`src/rtl/uart_pkg.sv`:
```
// Shared definitions for the UART receive and (future) transmit blocks.
//   - Default line constants used by both directions.
//   - One-hot receiver FSM state encoding.
//   - Baud tick divisor calculation.
package uart_pkg;

  localparam int DEFAULT_CLK_FREQ  = 50_000_000;
  localparam int DEFAULT_BAUD_RATE = 9600;
  localparam int DEFAULT_OVERSAMPLE = 16;
  localparam int DEFAULT_SB_TICK   = 16;

  typedef enum logic [4:0] {
    IDLE  = 5'b00001,
    START = 5'b00010,
    DATA  = 5'b00100,
    STOP  = 5'b01000,
    BREAK = 5'b10000
  } rx_state_t;

  // Clocks per oversample tick. Integer division; clamped to 2 so the tick
  // generator always has a real counter behind it.
  function automatic int calc_divisor(input int clk_freq, input int baud_rate,
                                      input int oversample);
    int div;
    div = clk_freq / (baud_rate * oversample);
    if (div < 2) div = 2;
    return div;
  endfunction

endpackage

```
`src/rtl/uart_rx_baud_rate_gen.sv`:
```
// Free-running oversample tick generator.
// Ports:
//   clk   - system clock
//   reset - asynchronous active-high reset (counter to 0)
//   tick  - one-clk pulse every DIVISOR clocks (when counter == DIVISOR-1)
module baud_rate_gen #(
  parameter int DIVISOR = 2
) (
  input  logic clk,
  input  logic reset,
  output logic tick
);

  localparam int CW = $clog2(DIVISOR);
  localparam logic [CW-1:0] LAST = CW'(DIVISOR - 1);

  logic [CW-1:0] cnt_q, cnt_d;

  always_comb begin
    cnt_d = (cnt_q == LAST) ? '0 : cnt_q + 1'b1;
  end

  always_ff @(posedge clk or posedge reset) begin
    if (reset) cnt_q <= '0;
    else       cnt_q <= cnt_d;
  end

  assign tick = (cnt_q == LAST);

endmodule

```
`src/rtl/uart_rx.sv`:
```
// 16x-oversampled 8N1 UART receiver, LSB first, for the debug link.
// Ports:
//   clk       - system clock
//   reset     - asynchronous active-high reset
//   rx        - serial line, idle high, asynchronous to clk
//   d_out     - last correctly framed byte, held until the next good frame
//   rx_done   - one-clk strobe, d_out carries a new byte this cycle
//   frame_err - one-clk strobe, stop bit was sampled low
//   busy      - high whenever the receiver FSM is not idle
module uart_rx
  import uart_pkg::*;
#(
  parameter int SIZE       = 8,
  parameter int CLK_FREQ   = DEFAULT_CLK_FREQ,
  parameter int BAUD_RATE  = DEFAULT_BAUD_RATE,
  parameter int OVERSAMPLE = DEFAULT_OVERSAMPLE,
  parameter int SB_TICK    = DEFAULT_SB_TICK
) (
  input  logic            clk,
  input  logic            reset,
  input  logic            rx,
  output logic [SIZE-1:0] d_out,
  output logic            rx_done,
  output logic            frame_err,
  output logic            busy
);

  localparam int DIVISOR = calc_divisor(CLK_FREQ, BAUD_RATE, OVERSAMPLE);
  localparam int NW      = $clog2(SIZE);
  localparam logic [NW-1:0] LAST_BIT  = NW'(SIZE - 1);
  localparam logic [3:0]    STOP_LAST = 4'(SB_TICK - 1);

  logic tick;

  baud_rate_gen #(.DIVISOR(DIVISOR)) u_baud (
    .clk   (clk),
    .reset (reset),
    .tick  (tick)
  );

  logic            sync1_q, sync1_d;
  logic            rx_s_q, rx_s_d;
  rx_state_t       state_q, state_d;
  logic [3:0]      s_cnt_q, s_cnt_d;
  logic [NW-1:0]   n_cnt_q, n_cnt_d;
  logic [SIZE-1:0] shreg_q, shreg_d;
  logic [SIZE-1:0] d_out_q, d_out_d;
  logic            rx_done_q, rx_done_d;
  logic            frame_err_q, frame_err_d;

  always_comb begin
    // Two-flop synchronizer; everything downstream sees only rx_s_q.
    sync1_d     = rx;
    rx_s_d      = sync1_q;
    state_d     = state_q;
    s_cnt_d     = s_cnt_q;
    n_cnt_d     = n_cnt_q;
    shreg_d     = shreg_q;
    d_out_d     = d_out_q;
    rx_done_d   = 1'b0;
    frame_err_d = 1'b0;

    unique case (state_q)
      IDLE: begin
        if (!rx_s_q) begin
          state_d = START;
          s_cnt_d = '0;
        end
      end
      START: begin
        if (tick) begin
          // Mid start bit: a line that is high again was only a glitch.
          if (s_cnt_q == 4'd7) begin
            if (!rx_s_q) begin
              state_d = DATA;
              s_cnt_d = '0;
              n_cnt_d = '0;
            end else begin
              state_d = IDLE;
            end
          end else begin
            s_cnt_d = s_cnt_q + 4'd1;
          end
        end
      end
      DATA: begin
        if (tick) begin
          if (s_cnt_q == 4'd15) begin
            shreg_d = {rx_s_q, shreg_q[SIZE-1:1]};
            s_cnt_d = '0;
            if (n_cnt_q == LAST_BIT) state_d = STOP;
            else                     n_cnt_d = n_cnt_q + 1'b1;
          end else begin
            s_cnt_d = s_cnt_q + 4'd1;
          end
        end
      end
      STOP: begin
        if (tick) begin
          if (s_cnt_q == STOP_LAST) begin
            if (rx_s_q) begin
              d_out_d   = shreg_q;
              rx_done_d = 1'b1;
              state_d   = IDLE;
            end else begin
              frame_err_d = 1'b1;
              state_d     = BREAK;
            end
          end else begin
            s_cnt_d = s_cnt_q + 4'd1;
          end
        end
      end
      BREAK: begin
        // Held-low line: stay here so a long break reports only once.
        if (rx_s_q) state_d = IDLE;
      end
      default: state_d = IDLE;
    endcase
  end

  always_ff @(posedge clk or posedge reset) begin
    if (reset) begin
      sync1_q     <= 1'b1;
      rx_s_q      <= 1'b1;
      state_q     <= IDLE;
      s_cnt_q     <= '0;
      n_cnt_q     <= '0;
      shreg_q     <= '0;
      d_out_q     <= '0;
      rx_done_q   <= 1'b0;
      frame_err_q <= 1'b0;
    end else begin
      sync1_q     <= sync1_d;
      rx_s_q      <= rx_s_d;
      state_q     <= state_d;
      s_cnt_q     <= s_cnt_d;
      n_cnt_q     <= n_cnt_d;
      shreg_q     <= shreg_d;
      d_out_q     <= d_out_d;
      rx_done_q   <= rx_done_d;
      frame_err_q <= frame_err_d;
    end
  end

  assign d_out     = d_out_q;
  assign rx_done   = rx_done_q;
  assign frame_err = frame_err_q;
  assign busy      = (state_q != IDLE);

endmodule
```
`config.mk`:
```
export PLATFORM = sky130hd
export DESIGN_NAME = uart_rx
export DESIGN_NICKNAME = d
export VERILOG_FILES = /design/src/rtl/uart_pkg.sv /design/src/rtl/uart_rx_baud_rate_gen.sv /design/src/rtl/uart_rx.sv
export SDC_FILE = /design/constraint.sdc
export NUM_CORES = 1
export LEC_CHECK = 0
export BUFFER_PORTS_ARGS = -buffer_cell sky130_fd_sc_hd__buf_4
export CELL_PAD_IN_SITES_DETAIL_PLACEMENT = 1
export CELL_PAD_IN_SITES_GLOBAL_PLACEMENT = 2
export CORE_ASPECT_RATIO = 0.5
export CORE_MARGIN = 4
export CORE_UTILIZATION = 42
export DETAILED_ROUTE_END_ITERATION = 10
export PLACE_DENSITY_LB_ADDON = 0.1
export SLEW_MARGIN = 20
export SYNTH_ARGS = -nofsm -noshare
export SYNTH_HDL_FRONTEND = slang
export SYNTH_SLANG_ARGS = --single-unit
```
`constraint.sdc`:
```
create_clock -name clk -period 5.6 [get_ports clk]
set_clock_uncertainty 0.1 [all_clocks]
set_input_delay 0.84 -clock clk [delete_from_list [all_inputs] [get_ports clk]]
set_output_delay 0.84 -clock clk [all_outputs]
set_load 0.01 [all_outputs]
```
==> impl_metrics.yaml, run 1 <==
yosys:
  synth.most_common_cell: "dfrtp_1"
  synthCells: 184
  ys_seq_area_frac: 0.509
  syn_avg_cell_area_sq_um: 11.0
  synth_area_leaders: "dfrtp_1, mux2_2, dfstp_2"
  synthSimpleGateAreaFrac: 0.187
  synth_top_cells_by_count: "dfrtp_1, mux2_2, nor2_1"
  synthAdderAreaFrac: 0.0309
  netlist_area_sq_mm: 0.00202
  synth-edff-count: 0
  syn_nets: 192
  synth_top_family_by_area: "simple AND/OR/NAND/NOR gates"
  synthFlopType: "dfrtp_1"
  synth_compound_area_frac: 0.0903
  synth_xor_area_frac: 0.0390
  synth_warnings: 0
  synth_top_area_share: 0.470
  ys_async_sr_fraction: 1.00
  yosys.cell_types.count: 46
  synth.mux.area_fraction: 0.110
  ys_ff_latch: 41
  synth_top_area_cell: "dfrtp_1"
global_routing:
  grt_max_degree: 42
  gr-usage-all-layers: 0.163
  first_global_vias: 1556
  grt_overflow: 0
  antenna_found_initial: 0
  grt_pass1_wl_um: 7690
drt:
  first_pass_iters: 4
  vias: 1418
  wl_per_cell_um: 16.2
  vias_per_cell: 5.39
  drt-initial-drc-count: 58
  detail-route-antenna-nets: 0
  drt-total-wl_um: 4260
  drcViolationCount: 0
final_layout:
  post-route-util: 0.499
  multi_input_area_sq_um: 926
  seq_area_sq_mm: 0.00103
  fill_cells: 497
  num_antenna_cells: 0
  nNetsFinal: 204
  area_growth_pct: 11.7
  drive_gt1_frac: 0.249
worst_setup_path:
  worstPathRequired_ns: 5.69
  arrival_ns: 2.72
  cp-end-kind: "flip-flop"
  worstPathMaxFanout: 8
  startpoint_type: "flip-flop"
  worstSetupPathType: "reg -> reg"
place:
  globalplace.congestion: 0.810
  place_hpwl_um: 3000
  port_buffers: 13
clock_tree:
  cts_setup_buffers: 0
  root_buffer: "clkbuf_8"
  cts_sinks: 41
  clk_path_buf_depth: 2
  htreeDepth: 2
  insertion_delay_ns: 0.31
  clk_pin_slew_worst_paths_ns: 0.08
  cts_inserted_buffers: 5
  tritoncts: "built"
  cts-resized-gates: 0
  hold_buffers: 0
floorplan:
  fp.dieArea_sq_mm: 0.00606
  start_util: 0.447
  io_pins: 14
  rows: 17
  fp.dieH_um: 57.1
  fp.dieW_um: 106
  core_sq_mm: 0.00453
timing:
  max_slew_margin: 0.599
  setup_tns_ns: 0
  finalSetupViolCount: 0
  max_freq_mhz: 381
  final.period_utilization: 0.469
  min_period_ns: 2.63
  hold_viol_final: 0
  tightest_slew_ns: 0.598
  drv_slew: 0
  rsz0062_at_grt: "false"
pwr:
  power_density_mw_per_mm2: 330
  p_leak_nw: 1.10
  vdd.ir_drop.worst_mv: 0.164
job:
  maxCapViolCount: 0
status:
  outcome: "finished clean"
min_path:
  holdCritPathClass: "reg -> reg"
==> layer usage <==
layer	vias up	wire length (um)	track usage
met5	-	0	0
met2	17	1930	0.251
li1	674	-	-
met4	0	31	0.0443
met3	5	142	0.0576
met1	722	2150	0.221
==> cell type report <==
class	instances	area share
inverter	6	0.00997
multi-input combinational	128	0.410
tap	66	0.0365
clock buffer	5	0.0305
sequential	41	0.456
clock inverter	3	0.0111
timing repair buffer	14	0.0465
==> critical path: stages (launching register included) <==
cell and delay (ns):
dfrtp_1 0.44, nor4b_2 0.39, nand3_1 0.16, nor3b_2 0.55
and3_1 0.49, mux2_2 0.38
==> flip-flops by register name, indices dropped and copies added (netlist names), 3 cells and up <==
name,flops
d_out,8
n_cnt_q,3
s_cnt_q,4
shreg_q,8
state_q,5
u_baud.cnt_q,9
==> power breakdown <==
group	total (mW)	switching (mW)	internal, mW
registers	0.350	0.0356	0.315
clock network	0.207	0.116	0.0908
logic	0.188	0.112	0.0758
total	0.745	0.264	0.481
==> worst paths after layout <==
| path | startpoint | endpoint | slack, ns | cells after the start |
|---|---|---|---|---|
| max in group asynchronous | reset | rx_s_q | 4.47 | 3 |
| worst min-delay path | rx_s_d | rx_s_q | 0.26 | 0 |
| worst max register to register | u_baud.cnt_q[4] | d_out[6] | 2.97 | 5 |
| worst max-delay path | u_baud.cnt_q[4] | d_out[6] | 2.97 | 5 |
| worst min register to register | rx_s_d | rx_s_q | 0.26 | 0 |
| min in group asynchronous | reset | shreg_q[1] | 0.56 | 3 |
==> placed cells by master, fill, tap and decap left out, types with 2 or more instances in the layout <==
| cell type | n |
|---|---|
| buf_4 | 14 |
| o211ai_1 | 2 |
| inv_1 | 6 |
| xor2_1 | 5 |
| nor2_1 | 18 |
| o32ai_1 | 3 |
| nor4_1 | 2 |
| nand3_1 | 11 |
| and3_1 | 5 |
| clkbuf_8 | 5 |
| ha_1 | 5 |
| mux2_2 | 18 |
| nor3b_1 | 3 |
| nand2_1 | 14 |
| nor3_1 | 3 |
| a21oi_1 | 5 |
| dfrtp_1 | 38 |
| dfstp_2 | 3 |
| mux2i_1 | 2 |
| o21ai_0 | 5 |
| xnor2_1 | 4 |
| inv_6 | 2 |
==> cell families (layout without fill, tap and decap cells) <==
kind of cell / count (synthesis) / count (layout)
and+or+nand+nor: 68 / 68
DFF: 41 / 41
AOI/OAI and AO/OA: 26 / 26
muxes: 20 / 20
buffers and inverters: 15 / 28
xor gates and xnor gates: 9 / 9
adders and majority gates: 5 / 5
==> metrics by stage <==
| stage | total power, mW | worst slack (ns) | cell area (sq um) | std cells | hold WS [ns] |
|---|---|---|---|---|---|
| after floorplan | 0.498 | 3.36 | 2020 | 184 | 0.245 |
| after global placement | 0.541 | 2.96 | 2170 | 255 | 0.246 |
| after detailed placement | 0.543 | 2.94 | 2170 | 255 | 0.248 |
| after CTS | 0.755 | 2.94 | 2260 | 263 | 0.261 |
| after global routing | 0.795 | 2.79 | 2260 | 263 | 0.272 |
| final | 0.745 | 2.97 | 2260 | 263 | 0.258 |
Note: power is estimated with default switching activity, not from simulation.
==> run 2: changes to the inputs <==
--- a/config.mk
+++ b/config.mk
@@ -10,7 +10,7 @@
 export CELL_PAD_IN_SITES_GLOBAL_PLACEMENT = 2
 export CORE_ASPECT_RATIO = 0.5
 export CORE_MARGIN = 4
-export CORE_UTILIZATION = 42
+export CORE_UTILIZATION = 36
 export DETAILED_ROUTE_END_ITERATION = 10
 export PLACE_DENSITY_LB_ADDON = 0.1
 export SLEW_MARGIN = 20
==> constraint.sdc (replaced) <==
create_clock -name clk -period 2.2 [get_ports clk]
set_clock_uncertainty 0.1 [all_clocks]
set_input_delay 0.33 -clock clk [delete_from_list [all_inputs] [get_ports clk]]
set_output_delay 0.33 -clock clk [all_outputs]
set_load 0.01 [all_outputs]
==> run 2 against run 1 <==
Against the previous run: clock power rose to 3.4 times the previous value; worst setup slack worse by 2.9 ns; fmax up 23%; critical path depth up 2; sequential share of layout area down 4.9 points; final cell count up 10%; flip-flop and latch count unchanged; worst hold slack worse by 0.20 ns; global-route usage down 1.4 points; register-to-register slack worse by 2.9 ns; utilization down 1.0 points; wire length up 10%.
==> impl_metrics.yaml, run 2 (same netlist as run 1, synthesis figures left out) <==
drt:
  drcViolationCount: 0
  detail-route-antenna-nets: 0
  drt-initial-drc-count: 39
  drt-total-wl_um: 4690
  wl_per_cell_um: 16.2
  vias: 1483
  first_pass_iters: 4
  vias_per_cell: 5.11
timing:
  max_freq_mhz: 469
  final.period_utilization: 0.970
  max_slew_margin: 0.654
  rsz0062_at_grt: "true"
  hold_viol_final: 0
  finalSetupViolCount: 0
  setup_tns_ns: 0
  min_period_ns: 2.13
  drv_slew: 0
  tightest_slew_ns: 0.519
  setup_slack_ns: 0.0670
status:
  outcome: "finished clean"
final_layout:
  largest_register_ffs: 9
  largest_register: "u_baud.cnt_q"
  nNetsFinal: 227
  num_antenna_cells: 0
  drive_gt1_frac: 0.341
  layout_common_cells: "dfrtp_1, buf_4, nor2_1, mux2_2, nand2_1"
  area_growth_pct: 25.1
  final_common_cell: "dfrtp_1"
global_routing:
  gr-usage-all-layers: 0.149
  grt_pass1_wl_um: 7980
  first_global_vias: 1551
  grt_overflow: 0
  antenna_found_initial: 0
  grt_max_degree: 42
clock_tree:
  root_buffer: "clkbuf_16"
  cts_inserted_buffers: 5
  htreeDepth: 2
  tritoncts: "built"
  clk_path_buf_depth: 2
  clk_pin_slew_worst_paths_ns: 0.06
  cts_sinks: 41
  insertion_delay_ns: 0.28
worst_setup_path:
  critical_path_depth: 7
  cpPeakStageDelay_ns: 0.43
  cp_cell_sequence: "ha_4 -> and3_1 -> and3_1 -> buf_4 -> o31a_1 -> a21o_1 -> a211o_1"
  worstPathMaxFanout: 5
  cp-end-kind: "flip-flop"
  arrival_ns: 2.19
  reg2regPathDepth: 7
  crit_path_frequent_cell: "and3_1"
  path_buf_inv: 1
  worstPathRequired_ns: 2.26
  startpoint_type: "flip-flop"
  slowest_stage: "dfrtp_1"
  worstSetupPathType: "reg -> reg"
  path_delay_family: "compound AO/OA/AOI/OAI gates"
pwr:
  p_int_mw: 1.51
  pwr-share-seq: 0.380
  vdd.ir_drop.worst_mv: 0.410
  power_density_mw_per_mm2: 875
  p_clk_frac: 0.314
  swShare: 0.317
  p_leak_nw: 1.24
  combPwrFrac: 0.306
  p_switching_mw: 0.703
floorplan:
  fp.dieArea_sq_mm: 0.00696
  start_util: 0.391
  fp.dieH_um: 61.0
  rows: 18
  core_sq_mm: 0.00518
  fp.dieW_um: 114
  io_pins: 14
min_path:
  holdPathStages: 1
  holdCritPathClass: "in -> reg"
place:
  globalplace.congestion: 0.726
  port_buffers: 13
  pre_cts_ws_ns: -0.00402
  place_hpwl_um: 3480
job:
  maxCapViolCount: 0
run 2: power by group through the flow:
stage | sequential [mW] | clock, mW | combinational, mW
floorplan | 0.835 | 0 | 0.432
detailed placement | 0.849 | 0 | 0.655
global placement | 0.848 | 0 | 0.647
global route | 0.849 | 0.764 | 0.739
finish | 0.842 | 0.696 | 0.676
CTS | 0.838 | 0.721 | 0.661
run 2: final timing paths:
kind / from / end / slack [ns]
max: s_cnt_q[0] / s_cnt_q[2] / 0.07
min: rx / rx_s_d / 0.06
max reg2reg: s_cnt_q[0] / s_cnt_q[2] / 0.07
min reg2reg: rx_s_d / rx_s_q / 0.25
max in group asynchronous: reset / rx_s_d / 1.54
min in group asynchronous: reset / u_baud.cnt_q[1] / 0.10
run 2: metal layers:
metal / wire length (um) / global-route usage / up-vias
met5: 0 / 0 / -
met4: 0 / 0.0305 / 0
met3: 120 / 0.0402 / 0
met2: 2050 / 0.233 / 14
met1: 2520 / 0.211 / 742
li1: - / - / 727
run 2: stage by stage:
stage / instances / util / hold WS [ns] / cell area (sq um) / power, mW
after floorplan: 184 / - / 0.234 / 2020 / 1.27
after global placement: 280 / 0.452 / 0.246 / 2340 / 1.49
after detailed placement: 280 / 0.452 / 0.251 / 2340 / 1.50
after CTS: 290 / 0.482 / 0.0482 / 2500 / 2.22
after global routing: 290 / 0.489 / 0.0398 / 2530 / 2.35
final: 290 / 0.489 / 0.0588 / 2530 / 2.21
run 2: final cells by class:
class,instances,area [sq um]
fillers,572,2650
flip-flops and latches,41,1030
multi-input cells,128,955
repair buffers,37,294
clock buffers,5,125
well taps,70,87.6
inverters,6,22.5
clock inverters,3,17.5
run 2: repair_timing:
action	in CTS	in global routing
buffers inserted	2	0
hold buffers	0	0
gates resized for setup	0	6
endpoints found under the setup margin	4	18
pin swaps	1	2
endpoints found under the hold margin	0	0
